--- src/rtl/ib_lut_addr_sched.sv ---
// Bank-interleaved IB-LUT address scheduler: maps (frame, y0, y1) per port to {page, bank}
// and replays ports so that no bank sees more than BANK_PORTS accesses in one cycle.
module ib_lut_addr_sched #(
  parameter int unsigned PORT_NUM        = 4,
  parameter int unsigned Y0_BW           = 2,
  parameter int unsigned Y1_BW           = 3,
  parameter int unsigned BANK_BW         = 1,
  parameter int unsigned BANK_PORTS      = 2,
  parameter int unsigned MULTI_FRAME_NUM = 2,
  parameter int unsigned CNT_BW          = 16,
  localparam int unsigned FRAME_BW       = $clog2(MULTI_FRAME_NUM),
  localparam int unsigned PAGE_BW        = FRAME_BW + Y0_BW + Y1_BW - BANK_BW
) (
  input  logic                          sys_clk,
  input  logic                          rst,
  input  logic                          in_valid,
  output logic                          in_ready,
  input  logic [PORT_NUM-1:0]           port_en,
  input  logic [FRAME_BW-1:0]           frame_id,
  input  logic [PORT_NUM*Y0_BW-1:0]     y0_in,
  input  logic [PORT_NUM*Y1_BW-1:0]     y1_in,
  output logic [PORT_NUM-1:0]           out_valid,
  output logic [PORT_NUM*PAGE_BW-1:0]   page_addr,
  output logic [PORT_NUM*BANK_BW-1:0]   bank_addr,
  output logic [CNT_BW-1:0]             conflict_cnt
);

  localparam int unsigned USE_BW = $clog2(PORT_NUM + 1);
  localparam int unsigned HI_BW  = Y1_BW - BANK_BW;

  logic [PORT_NUM-1:0]         pending;
  logic [PORT_NUM-1:0]         grant;
  logic [PORT_NUM-1:0]         leftover;
  logic                        accept;
  logic [FRAME_BW-1:0]         frame_q;
  logic [PORT_NUM*Y0_BW-1:0]   y0_q;
  logic [PORT_NUM*Y1_BW-1:0]   y1_q;
  logic [PORT_NUM*PAGE_BW-1:0] page_map;
  logic [PORT_NUM*BANK_BW-1:0] bank_map;
  logic [BANK_BW-1:0]          bank_sel [PORT_NUM];

  // Address mapping from the latched batch
  for (genvar p = 0; p < PORT_NUM; p++) begin : g_map
    assign bank_sel[p] = y1_q[p*Y1_BW +: BANK_BW];
    assign bank_map[p*BANK_BW +: BANK_BW] = y1_q[p*Y1_BW +: BANK_BW];
    assign page_map[p*PAGE_BW +: PAGE_BW] =
      {frame_q, y0_q[p*Y0_BW +: Y0_BW], y1_q[p*Y1_BW + BANK_BW +: HI_BW]};
  end

  // Ascending-priority grant: a port wins if its bank still has a free access slot
  always_comb begin : grant_calc
    logic [USE_BW-1:0] used;
    grant = '0;
    used  = '0;
    for (int unsigned p = 0; p < PORT_NUM; p++) begin
      used = '0;
      for (int unsigned q = 0; q < PORT_NUM; q++) begin
        if ((q < p) && grant[q] && (bank_sel[q] == bank_sel[p])) begin
          used = used + USE_BW'(1);
        end
      end
      grant[p] = pending[p] && (used < USE_BW'(BANK_PORTS));
    end
  end

  assign leftover = pending & ~grant;
  assign in_ready = ~|leftover;
  assign accept   = in_valid & in_ready;

  // Batch registers and outstanding-port mask
  always_ff @(posedge sys_clk or posedge rst) begin
    if (rst) begin
      pending <= '0;
      frame_q <= '0;
      y0_q    <= '0;
      y1_q    <= '0;
    end else if (accept) begin
      pending <= port_en;
      frame_q <= frame_id;
      y0_q    <= y0_in;
      y1_q    <= y1_in;
    end else begin
      pending <= leftover;
    end
  end

  // Registered RAM-side outputs; address lanes always follow the batch regs
  always_ff @(posedge sys_clk or posedge rst) begin
    if (rst) begin
      out_valid <= '0;
      page_addr <= '0;
      bank_addr <= '0;
    end else begin
      out_valid <= grant;
      page_addr <= page_map;
      bank_addr <= bank_map;
    end
  end

  // Saturating stall counter
  always_ff @(posedge sys_clk or posedge rst) begin
    if (rst) begin
      conflict_cnt <= '0;
    end else if ((|leftover) && (conflict_cnt != '1)) begin
      conflict_cnt <= conflict_cnt + CNT_BW'(1);
    end
  end

endmodule

--- config.mk ---
export PLATFORM = sky130hd
export DESIGN_NAME = ib_lut_addr_sched
export DESIGN_NICKNAME = d
export VERILOG_FILES = /design/src/rtl/ib_lut_addr_sched.sv
export SDC_FILE = /design/constraint.sdc
export NUM_CORES = 1
export LEC_CHECK = 0
export BUFFER_PORTS_ARGS = -buffer_cell sky130_fd_sc_hd__buf_2
export CORE_UTILIZATION = 55
export DETAILED_ROUTE_END_ITERATION = 10
export HOLD_SLACK_MARGIN = 0.05
export PLACE_DENSITY = 0.83
export SETUP_SLACK_MARGIN = 0.05
export SLEW_MARGIN = 10
export SYNTH_ARGS = -nofsm -noshare
export SYNTH_HDL_FRONTEND = slang
export SYNTH_SLANG_ARGS = --single-unit
--- constraint.sdc ---
create_clock -name sys_clk -period 7 [get_ports sys_clk]
set_clock_uncertainty 0.2 [all_clocks]
set_input_delay 1.05 -clock sys_clk [delete_from_list [all_inputs] [get_ports sys_clk]]
set_output_delay 1.05 -clock sys_clk [all_outputs]
set_load 0.02 [all_outputs]
==> results of run 1 <==
==> where the power goes <==
group	internal, mW	total (mW)	switching (mW)
logic	0.0533	0.120	0.0664
clock network	0.171	0.307	0.136
registers	0.415	0.439	0.0233
==> routing by layer <==
| layer | global-route usage | share of wire | wire length (µm) | vias up |
|---|---|---|---|---|
| li1 | - | - | - | 810 |
| met3 | 0.06528 | 0.045 | 202 | 4 |
| met5 | 0 | 0 | 0 | - |
| met2 | 0.2987 | 0.50 | 2273 | 53 |
| met4 | 0.09368 | 0.0098 | 44 | 0 |
| met1 | 0.2455 | 0.44 | 1986 | 838 |
==> synthesized netlist by cell type, types with 4 or more instances <==
| library cell | count |
|---|---|
| inv_1 | 7 |
| nand2_1 | 12 |
| xor2_1 | 5 |
| and4_1 | 4 |
| mux2_4 | 18 |
| dfrtp_1 | 66 |
| nor2_1 | 8 |
| mux2_2 | 5 |
| nand4_1 | 5 |
| xnor2_1 | 10 |
| nand3_1 | 9 |
| buf_4 | 4 |
==> per-stage QoR <==
stage	cells	power, mW	hold slack, ps	util	setup slack [ps]
3_3_place_gp	325	0.5607	156.1	0.6538	3801
6_report	340	0.8651	180.1	0.6946	3359
4_1_cts	340	0.8785	182.9	0.6946	3328
2_1_floorplan	191	0.5267	148.6	-	3960
3_5_place_dp	325	0.5673	164.0	0.6538	3723
5_1_grt	340	0.9037	182.8	0.6946	3195
==> worst paths after layout <==
check / startpoint / to / slack [ps] / depth (start not counted)
hold / removal: y0_q[1] / page_addr[3] / 180 / 0
max in group asynchronous: rst / conflict_cnt[15] / 5350 / 3
setup / recovery: y1_q[9] / in_ready / 3360 / 9
hold reg to reg: y0_q[1] / page_addr[3] / 180 / 0
setup reg to reg: y1_q[9] / y0_q[0] / 3800 / 8
min in group asynchronous: rst / page_addr[17] / 740 / 3
==> final cells by class <==
| class | count | share of cell area |
|---|---|---|
| flip-flops and latches | 66 | 0.5034 |
| multi-input cells | 111 | 0.2902 |
| repair buffers | 73 | 0.1121 |
| clock buffers | 10 | 0.04195 |
| well taps | 67 | 0.02555 |
| clock inverters | 5 | 0.01678 |
| inverters | 8 | 0.009916 |
==> registers in the layout, summed over array words and instances, names as in the netlist <==
| register | flops |
|---|---|
| bank_addr | 4 |
| conflict_cnt | 16 |
| y0_q | 8 |
| frame_q | 1 |
| pending | 4 |
| y1_q | 12 |
| out_valid | 4 |
| page_addr | 17 |
==> kinds of logic (layout without fill, tap and decap cells) <==
| kind of cell | Yosys count | count (layout) |
|---|---|---|
| flops | 66 | 66 |
| simple gates | 56 | 56 |
| mux | 24 | 24 |
| xor+xnor | 15 | 15 |
| buf+inv | 14 | 96 |
| compound gates | 13 | 13 |
| fa+ha+maj | 3 | 3 |
==> impl_metrics.toml, run 1 <==
[status]
status = "finished clean"

[worst_hold_path]
hp-class = "reg2reg"

[synth]
dominant_combinational_cell_family_by_area_after_synthesis = "multiplexers"
synth-seq-area-share = 0.6142
yosys.area.top_type = "dfrtp_1"
ys_top_cells_by_area = "dfrtp_1, mux2_4, xnor2_1"
synth_simple_gate_area_share = 0.1238
synth_cells = 191
netlist-cell-type-count = 40
main_synth_ff_type = "dfrtp_1"
synth-async-reset-ratio = 1.000
synthesis.yosys.warnings = 0
synth-edff-count = 0
syn_area_um2 = 2689
synth_top_area_share = 0.6142
synth_compound_area_frac = 0.04235
synth_area_per_cell_um2 = 14.08
syn_nets = 222
ys_seq_elements = 66
post_synth_fa_ha_maj_area_fraction = 0.01396
post_synth_xor_area_fraction = 0.04886
synth.mux.area_fraction = 0.1252

[sta]
grt_setup_unrepaired = "false"
final-max-slew-violation-count = 0
worst_slew_margin_relative_to_its_limit = 0.4691
timing.fmax_mhz = 274.7
period_needed_ps = 3641
hold_viol_final = 0
min_period_over_period = 0.5201
finalSetupTns_ps = 0
worst_slew_pin_slew_ps = 795.4
setup_viol = 0

[die]
initial_core_util = 0.5693
die_y_um = 71.92
core_area_um2 = 4723
number_of_placed_i_o_pins = 73
floorplan.die.width_um = 71.92
rows = 25
die-area_um2 = 5172

[route]
detailedRoute.firstIterationViolations = 92
ant_nets = 0
drt_drc_violations_left = 0
detail_route.vias_per_cell = 5.015
via_count = 1705
avgRoutedWirePerCell_um = 13.25
drt_pass1_iterations = 5
wl_um = 4506

[power]
vdd_ir_drop_max_uv = 187.0
p_leak_nw = 1.656
powerDensity_nw_per_um2 = 263.7

[placed_design]
portBuffers = 72
placement.cell_area_um2 = 3088
gp_routability_congestion = 0.8215
hpwlAfterDp_um = 3096

[setup_path]
path_buf_inv = 2
worstPathArrival_ps = 2390
cells_along_the_critical_path = "xnor2_1 > and2_1 > ha_1 > nand2b_1 > nand3b_1 > o2111ai_2 > nand2_4 > inv_4 > buf_2"
critPathMaxStageDelay_ps = 460
worst_path_max_delay_cell = "dfrtp_1"
crit_path_max_fanout = 7
criticalPathCategory = "reg2out"
worstSetupEndpointType = "output pin"
setup.worst_path.start_class = "flip-flop"
worstPathRequired_ps = 5750
critical-path-top-delay-family = "simple AND/OR/NAND/NOR gates"

[final_layout]
area_of_the_multi_input_gates_um2 = 952.2
seq_cell_area_um2 = 1652
mostFrequentLayoutCells = "buf_2, dfrtp_1, mux2_4"
final_common_cell = "buf_2"
syn2layout_area_growth_pct = 22.01
n_antenna_cell = 0
drive_gt1_frac = 0.4542
fillCellCount = 357
fin_area_um2 = 3281
layout.nets = 300

[clock_tree]
cts_tree = "built"
clk_latency_ps = 330
cts.reportedPaths.clkPinSlew_ps = 70
cts_buffers = 9
postCtsSetupRepairBufs = 0
numClockSinks = 66
h_tree_level_count = 3
cts_buffer_depth = 2
cts_resized = 0
clock_tree.root_cell = "clkbuf_8"
cts_hold_buf = 0

[job]
number_of_violations_of_the_max_capacitance_limit = 0

[grt]
number_of_antenna_violations_at_the_first_check_in_global_routing = 0
global_route.overflow_total = 0
first_global_vias = 1629
pin_count_of_the_biggest_net_entering_global_routing = 67
grt_first_pass_wirelength_um = 7431
grtUsageTotal = 0.1927
Power figures use the tool's default switching activity.
==> run 2, diff against run 1 <==
- CORE_UTILIZATION: 55 -> 52
- PLACE_DENSITY: 0.83 -> 0.79
- clock period: 7 -> 3.54 ns (I/O delays scaled with it)
==> impl_metrics.toml, run 2 (synthesis gave the netlist of run 1 again) <==
[clock_tree]
cts.reportedPaths.clkPinSlew_ps = 70
cts_tree = "built"
postCtsSetupRepairBufs = 0
clk_latency_ps = 340
clock_tree.root_cell = "clkbuf_8"
cts_resized = 0
cts_buffer_depth = 2
cts_buffers = 9
h_tree_level_count = 3
cts_hold_buf = 0
numClockSinks = 66

[grt]
grt_first_pass_wirelength_um = 7962
pin_count_of_the_biggest_net_entering_global_routing = 67
grtUsageTotal = 0.2013
number_of_antenna_violations_at_the_first_check_in_global_routing = 0
global_route.overflow_total = 0
first_global_vias = 1720

[placed_design]
pre_cts_setup_slack_ps = 381.4
portBuffers = 72
hpwlAfterDp_um = 3371
dpl.cell_count = 325
gp_routability_congestion = 0.7604

[job]
number_of_violations_of_the_max_capacitance_limit = 0

[setup_path]
worst_path_max_delay_cell = "nand3_2"
reg2regPathDepth = 8
worstSetupEndpointType = "flip-flop"
criticalPathCategory = "reg2reg"
worstPathRequired_ps = 3550
rr_startpoint = "y1_q[0]"
critPathMaxStageDelay_ps = 650
cells_along_the_critical_path = "xnor2_1 > and2_1 > ha_1 > nand2b_1 > nand3b_1 > o2111ai_2 > nand3_2 > mux2_4"
setup.worst_path.start_class = "flip-flop"
worstPathArrival_ps = 3170
crit_path_max_fanout = 23
reg2reg_slack_ps = 390
worstReg2RegEnd = "frame_q"

[final_layout]
fin_cells = 341
mostFrequentLayoutCells = "buf_2, dfrtp_1, mux2_4"
max_flop_register = "page_addr"
biggestRegsByFlops = "page_addr (17), conflict_cnt (16), y1_q (12)"
largest_register_ffs = 17
n_antenna_cell = 0
syn2layout_area_growth_pct = 22.15
final_common_cell = "buf_2"
drive_gt1_frac = 0.4489
fillCellCount = 351
layout.nets = 300

[sta]
timing.fmax_mhz = 317.2
min_period_over_period = 0.8907
setup_viol = 0
worst_slew_margin_relative_to_its_limit = 0.4603
hold_viol_final = 0
final-max-slew-violation-count = 0
finalSetupTns_ps = 0
period_needed_ps = 3153
final_critical_path_setup_slack_ps = 387.0
grt_setup_unrepaired = "false"
worst_slew_pin_slew_ps = 809.6

[power]
switchingPower_uw = 452.7
seq_power_share = 0.505
powerDensity_nw_per_um2 = 524.7
tot_pwr_mw = 1.723
p_leak_nw = 1.659
vdd_ir_drop_max_uv = 330.7
share_clk_of_total_power = 0.359
internal-power_mw = 1.271
swShare = 0.2627
comb_power_share = 0.136

[route]
detailedRoute.firstIterationViolations = 68
drt_drc_violations_left = 0
wl_um = 4846
via_count = 1708
drt_pass1_iterations = 4
detail_route.vias_per_cell = 5.009
avgRoutedWirePerCell_um = 14.21
ant_nets = 0

[die]
initial_core_util = 0.5546
die_y_um = 73.91
number_of_placed_i_o_pins = 73
floorplan.die.width_um = 73.91
rows = 25
core_area_um2 = 4848
die-area_um2 = 5463

[worst_hold_path]
hp-class = "reg2reg"
min_to = "page_addr[15]"
hold_start = "y1_q[10]"
holdPathStages = 0

[status]
status = "finished clean"
-- run 2: worst max path at each step --
stage | start | to | cells past startpoint
finish | y1_q[0] | frame_q | 8
global route | y1_q[0] | y1_q[7] | 8
CTS | y1_q[9] | frame_q | 8
detailed placement | y1_q[9] | y0_q[5] | 8
global placement | y1_q[9] | y0_q[6] | 8
floorplan | y1_q[9] | frame_q | 10
-- run 2: per-stage QoR --
stage	utilization	hold slack, ps	cell area (µm²)
final	0.6774	175.7	3284
after global routing	0.6774	189.6	3284
after CTS	0.6774	174.9	3284
after detailed placement	0.6369	159.6	3088
after global placement	0.6369	155.5	3088
after floorplan	-	148.6	2689
-- run 2: power by group through the flow --
stage	clock [mW]	combinational (mW)	sequential, mW
3_3_place_gp	0	0.230	0.881
3_5_place_dp	0	0.240	0.884
6_report	0.618	0.235	0.870
5_1_grt	0.666	0.257	0.878
4_1_cts	0.631	0.240	0.871
2_1_floorplan	0	0.120	0.921
-- run 2: critical path: cells and delay by family, from the launching register on --
| family | cells | cell delay (ps) |
|---|---|---|
| AO/OA/AOI/OAI | 1 | 170 |
| adder cells (fa/ha/maj) | 1 | 280 |
| flip-flops | 1 | 460 |
| multiplexers | 1 | 530 |
| XOR/XNOR | 1 | 150 |
| AND/OR/NAND/NOR | 4 | 1230 |
-- run 2: layout make-up --
type / instances / area (µm²) / share of cell area
flip-flops and latches: 66 / 1652 / 0.5029
multi-input cells: 111 / 952.2 / 0.2899
well taps: 67 / 83.83 / 0.02552
clock inverters: 4 / 51.30 / 0.01562
repair buffers: 73 / 367.9 / 0.1120
inverters: 8 / 32.53 / 0.009905
clock buffers: 12 / 145.1 / 0.04419
-- run 2: metal layers --
layer | share of wire | track usage | vias to the layer above
met2 | 0.49 | 0.3162 | 41
met4 | 0.021 | 0.1197 | 0
li1 | - | - | 813
met3 | 0.034 | 0.04938 | 11
met1 | 0.45 | 0.2532 | 843
met5 | 0 | 0 | -
